===== src/rtl/alu_pkg.sv =====
// Shared opcode and FSM state types for the sequenced ALU.
package alu_pkg;

  typedef enum logic [1:0] {
    OP_ADD = 2'b00,
    OP_SUB = 2'b01,
    OP_MUL = 2'b10,
    OP_SHR = 2'b11
  } op_e;

  typedef enum logic [1:0] {
    S_IDLE = 2'b00,
    S_EXEC = 2'b01,
    S_DONE = 2'b10
  } state_e;

endpackage


===== src/rtl/alu_seq_mul.sv =====
// Unsigned WIDTH x WIDTH multiplier. ALU_SEQ_MUL_EN selects an iterative
// shift-add unit (WIDTH steps); otherwise a single-cycle combinational product.
module alu_seq_mul #(
  parameter int WIDTH = 16
) (
  input  logic               clk,
  input  logic               reset,
  input  logic               start,
  output logic               done,
  input  logic [WIDTH-1:0]   a,
  input  logic [WIDTH-1:0]   b,
  output logic [2*WIDTH-1:0] product
);

`ifdef ALU_SEQ_MUL_EN
  localparam int CW = $clog2(WIDTH);

  logic [CW-1:0]      cnt_q, cnt_d;
  logic               run_q, run_d;
  logic [2*WIDTH-1:0] acc_q, acc_d;
  logic [2*WIDTH-1:0] part;

  // Operands are held stable by the caller for the whole run, so one partial
  // product per cycle is added; the last one is folded into product directly.
  always_comb begin
    part    = b[cnt_q] ? ({{WIDTH{1'b0}}, a} << cnt_q) : '0;
    done    = run_q && (cnt_q == CW'(WIDTH - 1));
    product = acc_q + part;
    cnt_d   = cnt_q;
    run_d   = run_q;
    acc_d   = acc_q;
    if (start) begin
      cnt_d = '0;
      run_d = 1'b1;
      acc_d = '0;
    end else if (run_q) begin
      acc_d = acc_q + part;
      cnt_d = cnt_q + 1'b1;
      if (done) run_d = 1'b0;
    end
  end

  always_ff @(posedge clk) begin
    if (!reset) begin
      cnt_q <= '0;
      run_q <= 1'b0;
      acc_q <= '0;
    end else begin
      cnt_q <= cnt_d;
      run_q <= run_d;
      acc_q <= acc_d;
    end
  end
`else
  logic unused_ok;

  assign product   = {{WIDTH{1'b0}}, a} * {{WIDTH{1'b0}}, b};
  assign done      = 1'b1;
  assign unused_ok = ^{clk, reset, start};
`endif

endmodule


===== src/rtl/alu_seq.sv =====
// Request/response ALU with an IDLE/EXEC/DONE sequencer.
// Build option: ALU_SEQ_MUL_EN makes MUL iterative (WIDTH cycles in EXEC).
module alu_seq
  import alu_pkg::*;
#(
  parameter int WIDTH = 16
) (
  input  logic               clk,
  input  logic               reset,
  input  logic               in_valid,
  output logic               in_ready,
  input  logic [WIDTH-1:0]   a,
  input  logic [WIDTH-1:0]   b,
  input  logic [1:0]         sel,
  output logic [2*WIDTH-1:0] out,
  output logic               out_valid,
  output logic [1:0]         selected_op,
  output logic               busy
);

  state_e             state_q, state_d;
  op_e                op_q, op_d;
  logic [WIDTH-1:0]   a_q, a_d, b_q, b_d;
  logic [2*WIDTH-1:0] out_q, out_d;
  logic [2*WIDTH-1:0] res, mul_prod;
  logic               accept, mul_start, mul_done, res_ok;

  assign accept    = in_valid && (state_q == S_IDLE);
  assign mul_start = accept && (op_e'(sel) == OP_MUL);

  alu_seq_mul #(.WIDTH(WIDTH)) u_mul (
    .clk     (clk),
    .reset   (reset),
    .start   (mul_start),
    .done    (mul_done),
    .a       (a_q),
    .b       (b_q),
    .product (mul_prod)
  );

  always_comb begin
    res = '0;
    unique case (op_q)
      OP_ADD: res = {{WIDTH{1'b0}}, a_q} + {{WIDTH{1'b0}}, b_q};
      OP_SUB: res = {{WIDTH{a_q < b_q}}, a_q - b_q};
      OP_MUL: res = mul_prod;
      OP_SHR: res = (b_q >= WIDTH'(WIDTH)) ? '0 : {{WIDTH{1'b0}}, a_q >> b_q};
      default: res = '0;
    endcase
  end

  assign res_ok = (op_q != OP_MUL) || mul_done;

  always_comb begin
    state_d = state_q;
    op_d    = op_q;
    a_d     = a_q;
    b_d     = b_q;
    out_d   = out_q;
    unique case (state_q)
      S_IDLE: if (accept) begin
        op_d    = op_e'(sel);
        a_d     = a;
        b_d     = b;
        state_d = S_EXEC;
      end
      S_EXEC: if (res_ok) begin
        out_d   = res;
        state_d = S_DONE;
      end
      S_DONE:  state_d = S_IDLE;
      default: state_d = S_IDLE;
    endcase
  end

  always_ff @(posedge clk) begin
    if (!reset) begin
      state_q <= S_IDLE;
      op_q    <= OP_ADD;
      a_q     <= '0;
      b_q     <= '0;
      out_q   <= '0;
    end else begin
      state_q <= state_d;
      op_q    <= op_d;
      a_q     <= a_d;
      b_q     <= b_d;
      out_q   <= out_d;
    end
  end

  assign in_ready    = (state_q == S_IDLE);
  assign busy        = (state_q != S_IDLE);
  assign out_valid   = (state_q == S_DONE);
  assign selected_op = op_q;
  assign out         = out_q;

endmodule

===== config.mk =====
export PLATFORM = sky130hd
export DESIGN_NAME = alu_seq
export DESIGN_NICKNAME = d
export VERILOG_FILES = /design/src/rtl/alu_pkg.sv /design/src/rtl/alu_seq_mul.sv /design/src/rtl/alu_seq.sv
export SDC_FILE = /design/constraint.sdc
export NUM_CORES = 1
export LEC_CHECK = 0
export ABC_AREA = 1
export BUFFER_PORTS_ARGS = -buffer_cell sky130_fd_sc_hd__clkbuf_2
export CORE_MARGIN = 4
export CORE_UTILIZATION = 50
export CTS_BUF_LIST = sky130_fd_sc_hd__clkbuf_2
export DETAILED_ROUTE_END_ITERATION = 7
export PLACE_DENSITY = 0.75
export SLEW_MARGIN = 0
export SYNTH_ARGS = -nofsm -noshare
export SYNTH_HDL_FRONTEND = slang
export SYNTH_SLANG_ARGS = --single-unit

===== constraint.sdc =====
create_clock -name clk -period 5.55 [get_ports clk]
set_clock_uncertainty 0.1 [all_clocks]
set_input_delay 0.8325 -clock clk [delete_from_list [all_inputs] [get_ports clk]]
set_output_delay 0.8325 -clock clk [all_outputs]
set_load 0.01 [all_outputs]

* After elaboration in Yosys (flattened, before gate mapping) *
Cells that the tools add are included.

operators by class
  add/sub/neg operators = 2
  multipliers = 1
  divide/modulo/power cells = 0
  magnitude comparators = 2
  eq/ne operators = 6
  shifts and indexed selects = 1
  muxes and demuxes = 4
  bitwise operators = 0
  reductions and logical operators = 5

operators by type and width
  kind                 count
  $pmux 32 s4          1
  $mul 16x16->32       1
  $add 16x16->17       1
  $ge 16x5->1 const B  1
  $lt 16x16->1         1
  $mux 16              1
  $shr 16x16->16       1
  $sub 16x16->16       1
  $eq 2x2->1 const B   3
  $eq 2x1->1 const B   2
  $logic_not 2->1      2
  $pmux 2 s2           1
  $mux 2               1
  $ne 2x1->1 const B   1
  $reduce_and 2->1     1
  $reduce_bool 2->1    1
  $logic_and 1x1->1    1

word-level totals
  bits in registers = 68
  latch bits = 0
  RAM bits = 0
  memory bits (read-only) = 0
  input port bits = 37
  logic and storage cells = 26
  memories kept = 0

* Depth between registers and ports, before layout *
  depth after elaboration = 4
  depth in mapped cells = 30
  gate-level depth less buffers = 28

* Cells and area by module *
A second synthesis with hierarchy kept.

second synthesis, totals
  cell total of the unflattened synthesis = 2328
  area, all modules = 15237.1 um^2

by module, submodules not included
  module       times used  cells an instance  area each (um^2)  seq. area each (um^2)
  alu_seq_mul  1           1374               9510.4            0.0
  alu_seq      1           954                5726.7            1361.3

* Least setup slack after synthesis *
No wires, ideal clock.

  path kind = register -> register
  start = register a_q[10]
  end = register out_q[25] (netlist: out[25])
  data arrival time = 5.311 ns
  data required time = 5.331 ns
  setup slack = 0.019 ns
  cell stages (with the launch flop) = 23
  clock period less this slack = 5.531 ns
  cells stage by stage = dfxtp_1 -> clkbuf_1 -> clkbuf_1 -> nand2_1 -> fa_1 -> fa_1 -> fa_1 -> fa_1 -> inv_1 -> fa_1 -> inv_1 -> fa_1 -> inv_1 -> ha_1 -> nand2_1 -> inv_1 -> a21oi_1 -> o21ai_0 -> nand2_1 -> nand3_1 -> or2_2 -> nand3_1 -> a21oi_1

on the way
  longest elaborated chain between the ends = 2

RTL lines
  what                                            line                              RTL
  start, declared                                 alu_seq.sv:23                     logic [WIDTH-1:0] a_q, a_d, b_q, b_d;
  start signal, assigned                          alu_seq.sv:80                     a_q <= '0;
  start signal, assigned                          alu_seq.sv:86                     a_q <= a_d;
  $mul 16x16->32 or $lt 16x16->1 (tied branches)  alu_seq_mul.sv:57, alu_seq.sv:45
  $pmux 32 s4 *                                   alu_seq.sv:43                     unique case (op_q)
  end signal, assigned                            alu_seq.sv:88                     out_q <= out_d;
  end, declared                                   alu_seq.sv:24                     logic [2*WIDTH-1:0] out_q, out_d;

Every way passes the cells marked *; elsewhere a longest branch is shown, timed or not.
A chain may end at the register's enable or synchronous reset.

* Worst setup path in the final report *
  start = register b_q[4]
  end = register out_q[16] (netlist: out[16])

on the way
  longest elaborated chain between the ends = 2

RTL lines
  what                                    line               RTL
  start, declared                         alu_seq.sv:23
  start signal, assigned                  alu_seq.sv:81      b_q <= '0;
  start signal, assigned                  alu_seq.sv:87      b_q <= b_d;
  $mul 16x16->32 (tied with other cells)  alu_seq_mul.sv:57  assign product = {{WIDTH{1'b0}}, a} * {{WIDTH{1'b0}}, b};
  $pmux 32 s4 *                           alu_seq.sv:43

Marks and branches as above.

==> run_results.csv <==
group,metric,value,unit
clock_network,clk_pin_slew,0.30,ns
clock_network,clock_latency,0.69,ns
drt,vias_per_cell,5.410,
clock_network,cts_num_sinks,68,
sta,period_minus_slack,5.623,ns
sta,rsz0062_at_grt,"yes",
cells_and_area,final_nets,2697,
logic_synthesis,postSynthAreaPerCell,6.757,um2
critical_path,crit_type,"reg -> reg",
die,die_h,178.7,um
clock_network,cts_buffers,9,
die,ios,74,
critical_path,reg2reg_from,"b_q[4]",
global_routing,grt_max_degree,51,
hold_path,hp-start,"a[14]",
logic_synthesis,async_flop_share,0,
die,dieArea,0.03195,mm2
logic_synthesis,synth_largest_area_cell,"fa_1",
clock_network,cts_hold_buf,0,
logic_synthesis,ys_seq_area_frac,0.09340,
drt,drt-total-wl,50920,um
cells_and_area,stdcell_area,0.01732,mm2
power_and_ir_drop,ir_drop,0.2004,mV
hold_path,hp-class,"in -> reg",
logic_synthesis,syn-num-nets,2526,
critical_path,rr_worst_depth,27,
cells_and_area,final_util,0.6033,
global_routing,grt_pass1_vias,14530,
cells_and_area,layout-drive-gt1-share,0.2023,
logic_synthesis,synthCells,2157,
status,violations,"DRC, setup timing",
logic_synthesis,synthTopCellsByArea,"fa_1 (27%), nand2_1 (15%), inv_1 (12%)",
cells_and_area,fillCellCount,2653,
drt,drt-wirelength-per-cell,18.72,um
drt,num_vias,14710,
status,outcome,"finished with violations",
logic_synthesis,synthTopCellsByCount,"nand2_1 (592), inv_1 (475), fa_1 (196)",
drt,drtAntennaViolNets,0,
logic_synthesis,synth_top_family_by_area,"adder cells",
power_and_ir_drop,powerDensity,197.6,mW/mm2
drt,dr.pass1.iters,8,
logic_synthesis,synth_xor_area_frac,0.005408,
placed_design,place_congestion,0.9986,
sta,relSlewSlack,0.3644,
job,drv_cap,0,
sta,setup_violations,6,
logic_synthesis,yosys_warnings,0,
sta,slew_viol_final,0,
placed_design,io_buffers,73,
clock_network,clk_path_buf_depth,2,
hold_path,hold_end,"a_q[14]",
hold_path,min_path_cells,3,
die,rows,62,
logic_synthesis,yosysTopAreaCellShare,0.2692,
critical_path,startpoint_type,"flop",
global_routing,globalRouteTotalUtil,0.3193,
critical_path,crit_path_end_kind,"flop",
critical_path,critPathArrivalTime,6.08,ns
sta,timing_hold_violations_final,0,
cells_and_area,multiInputGateArea,0.01146,mm2
logic_synthesis,synth_ff_type,"dfxtp_1",
critical_path,cp_max_fo,6,
global_routing,overflow,0,
logic_synthesis,synth_edf_count,0,
cells_and_area,area_growth,18.80,%
placed_design,hpwl,42210,um
logic_synthesis,synthMuxAreaShare,0,
sta,max_freq,0.1778,GHz
drt,drt_iter0_markers,1332,
cells_and_area,seq_area,0.001414,mm2
global_routing,antenna_found_initial,3,
logic_synthesis,synth_most_common_cell,"nand2_1",
critical_path,r2r_slack,-0.07,ns
global_routing,grt_pass1_wl,78520,um
logic_synthesis,ys_seq_elements,68,
die,start_util,0.5078,
sta,setup_ws,-0.07318,ns
sta,tightest_slew,0.9523,ns
die,fp.dieW,178.7,um
logic_synthesis,synthSimpleGateAreaFrac,0.2652,
sta,tns,-0.2210,ns
clock_network,cts_max_level,3,
logic_synthesis,ys_types,48,
logic_synthesis,synth_area,0.01458,mm2
placed_design,postPlaceCellArea,0.01636,mm2
die,core_area,0.02870,mm2
power_and_ir_drop,cellLeakagePower,9.768,nW
clock_network,root_buffer,"clkbuf_2",
power_and_ir_drop,total_power,3.422,mW
drt,drc,2,
sta,fin_crit_sh,1.013,
critical_path,r2r-end,"out[16]",
logic_synthesis,synth_compound_area_frac,0.09142,
critical_path,crit_required,6.01,ns
logic_synthesis,synthAdderAreaFrac,0.3860,
clock_network,tritoncts,"done",
[cells by family after synthesis]
| family | Yosys count |
|---|---|
| xor+xnor | 9 |
| buf+inv | 590 |
| flops | 68 |
| fa+ha+maj | 332 |
| simple gates | 909 |
| compound gates | 249 |
[final cells by class]
cell class	count	area share
clock inverters	7	0.006576
repair buffers	260	0.1122
well taps	384	0.02775
flip-flops and latches	68	0.08165
clock buffers	9	0.002601
multi-input cells	1499	0.6621
diodes	3	0.0004336
inverters	490	0.1067
[stage by stage]
stage	cells	setup slack, ns	hold slack, ns
after floorplan	2157	0.01933	0.3900
after global placement	2685	-0.2389	0.3539
after detailed placement	2685	-0.2206	0.3603
after CTS	2709	-0.02243	0.2872
after global routing	2720	-0.2698	0.2816
final	2720	-0.07318	0.2929
[layout by cell type, fill, tap and decap left out, types with 7 or more instances in the layout]
cell type    n
a21oi_1    103
nor2_4       7
ha_1       121
nand2_1    558
nor3_1       9
nand3b_1    10
nor2_2      17
or2_2        8
nand2_2     32
fa_1       187
clkbuf_2    83
inv_2       28
nand3_2     15
o21ai_1     10
dfxtp_2     12
nand3_1    111
a21oi_2     15
dfxtp_1     46
buf_12      11
o21ai_0     88
buf_4      165
buf_6        7
nand4_1     13
fa_2         9
ha_4        14
inv_1      456
dfxtp_4     10
nor2_1     107
[repair_timing]
action / CTS / global route
endpoints found under the setup margin: 23 / 24
gates resized for setup: 66 / 132
buffers inserted: 8 / 8
pin swaps: 17 / 36
[state kept, by name, summed over array words and instances (netlist names)]
name,cells
a_q,16
b_q,16
out,32
selected_op,2
state_q,2
[worst max-delay path by stage]
stage                   end  depth (start not counted)     from
finish              out[16]                         27   b_q[4]
global route        out[21]                         25   b_q[5]
CTS                 out[16]                         25   b_q[5]
floorplan           out[25]                         22  a_q[10]
detailed placement  out[29]                         19  b_q[11]
global placement    out[29]                         19  b_q[10]
[worst max-delay path, cell delays in order, from the launching register on]
cell     delay (ns)
dfxtp_4        0.45
buf_6          0.14
nand2_1        0.06
inv_1          0.05
fa_1           0.54
inv_1          0.05
fa_1           0.48
fa_1           0.43
fa_1           0.49
inv_1          0.05
fa_1           0.56
inv_1          0.06
fa_1           0.50
inv_1          0.07
ha_4           0.29
nand2_1        0.05
nand2_1        0.11
nand2_1        0.08
nand2_2        0.08
inv_1          0.04
nand2_1        0.08
a21oi_1        0.05
nand2_1        0.07
nand2_1        0.04
o21ai_0        0.21
buf_4          0.17
nand2_1        0.05
a21oi_1        0.14
[where the power goes]
part / internal [mW] / switching, mW
logic: 0.946 / 1.47
registers: 0.529 / 0.0498
clock network: 0.192 / 0.239
total: 1.67 / 1.75
[metal layers]
layer	global-route usage	vias up	share of wire	routed length (um)
li1	-	6848	-	-
met1	0.4451	7047	0.42	21350
met2	0.5127	708	0.46	23400
met3	0.04766	111	0.086	4397
met4	0.1043	0	0.035	1776
met5	0	-	0	0
Note: power is estimated with default switching activity, not from simulation.
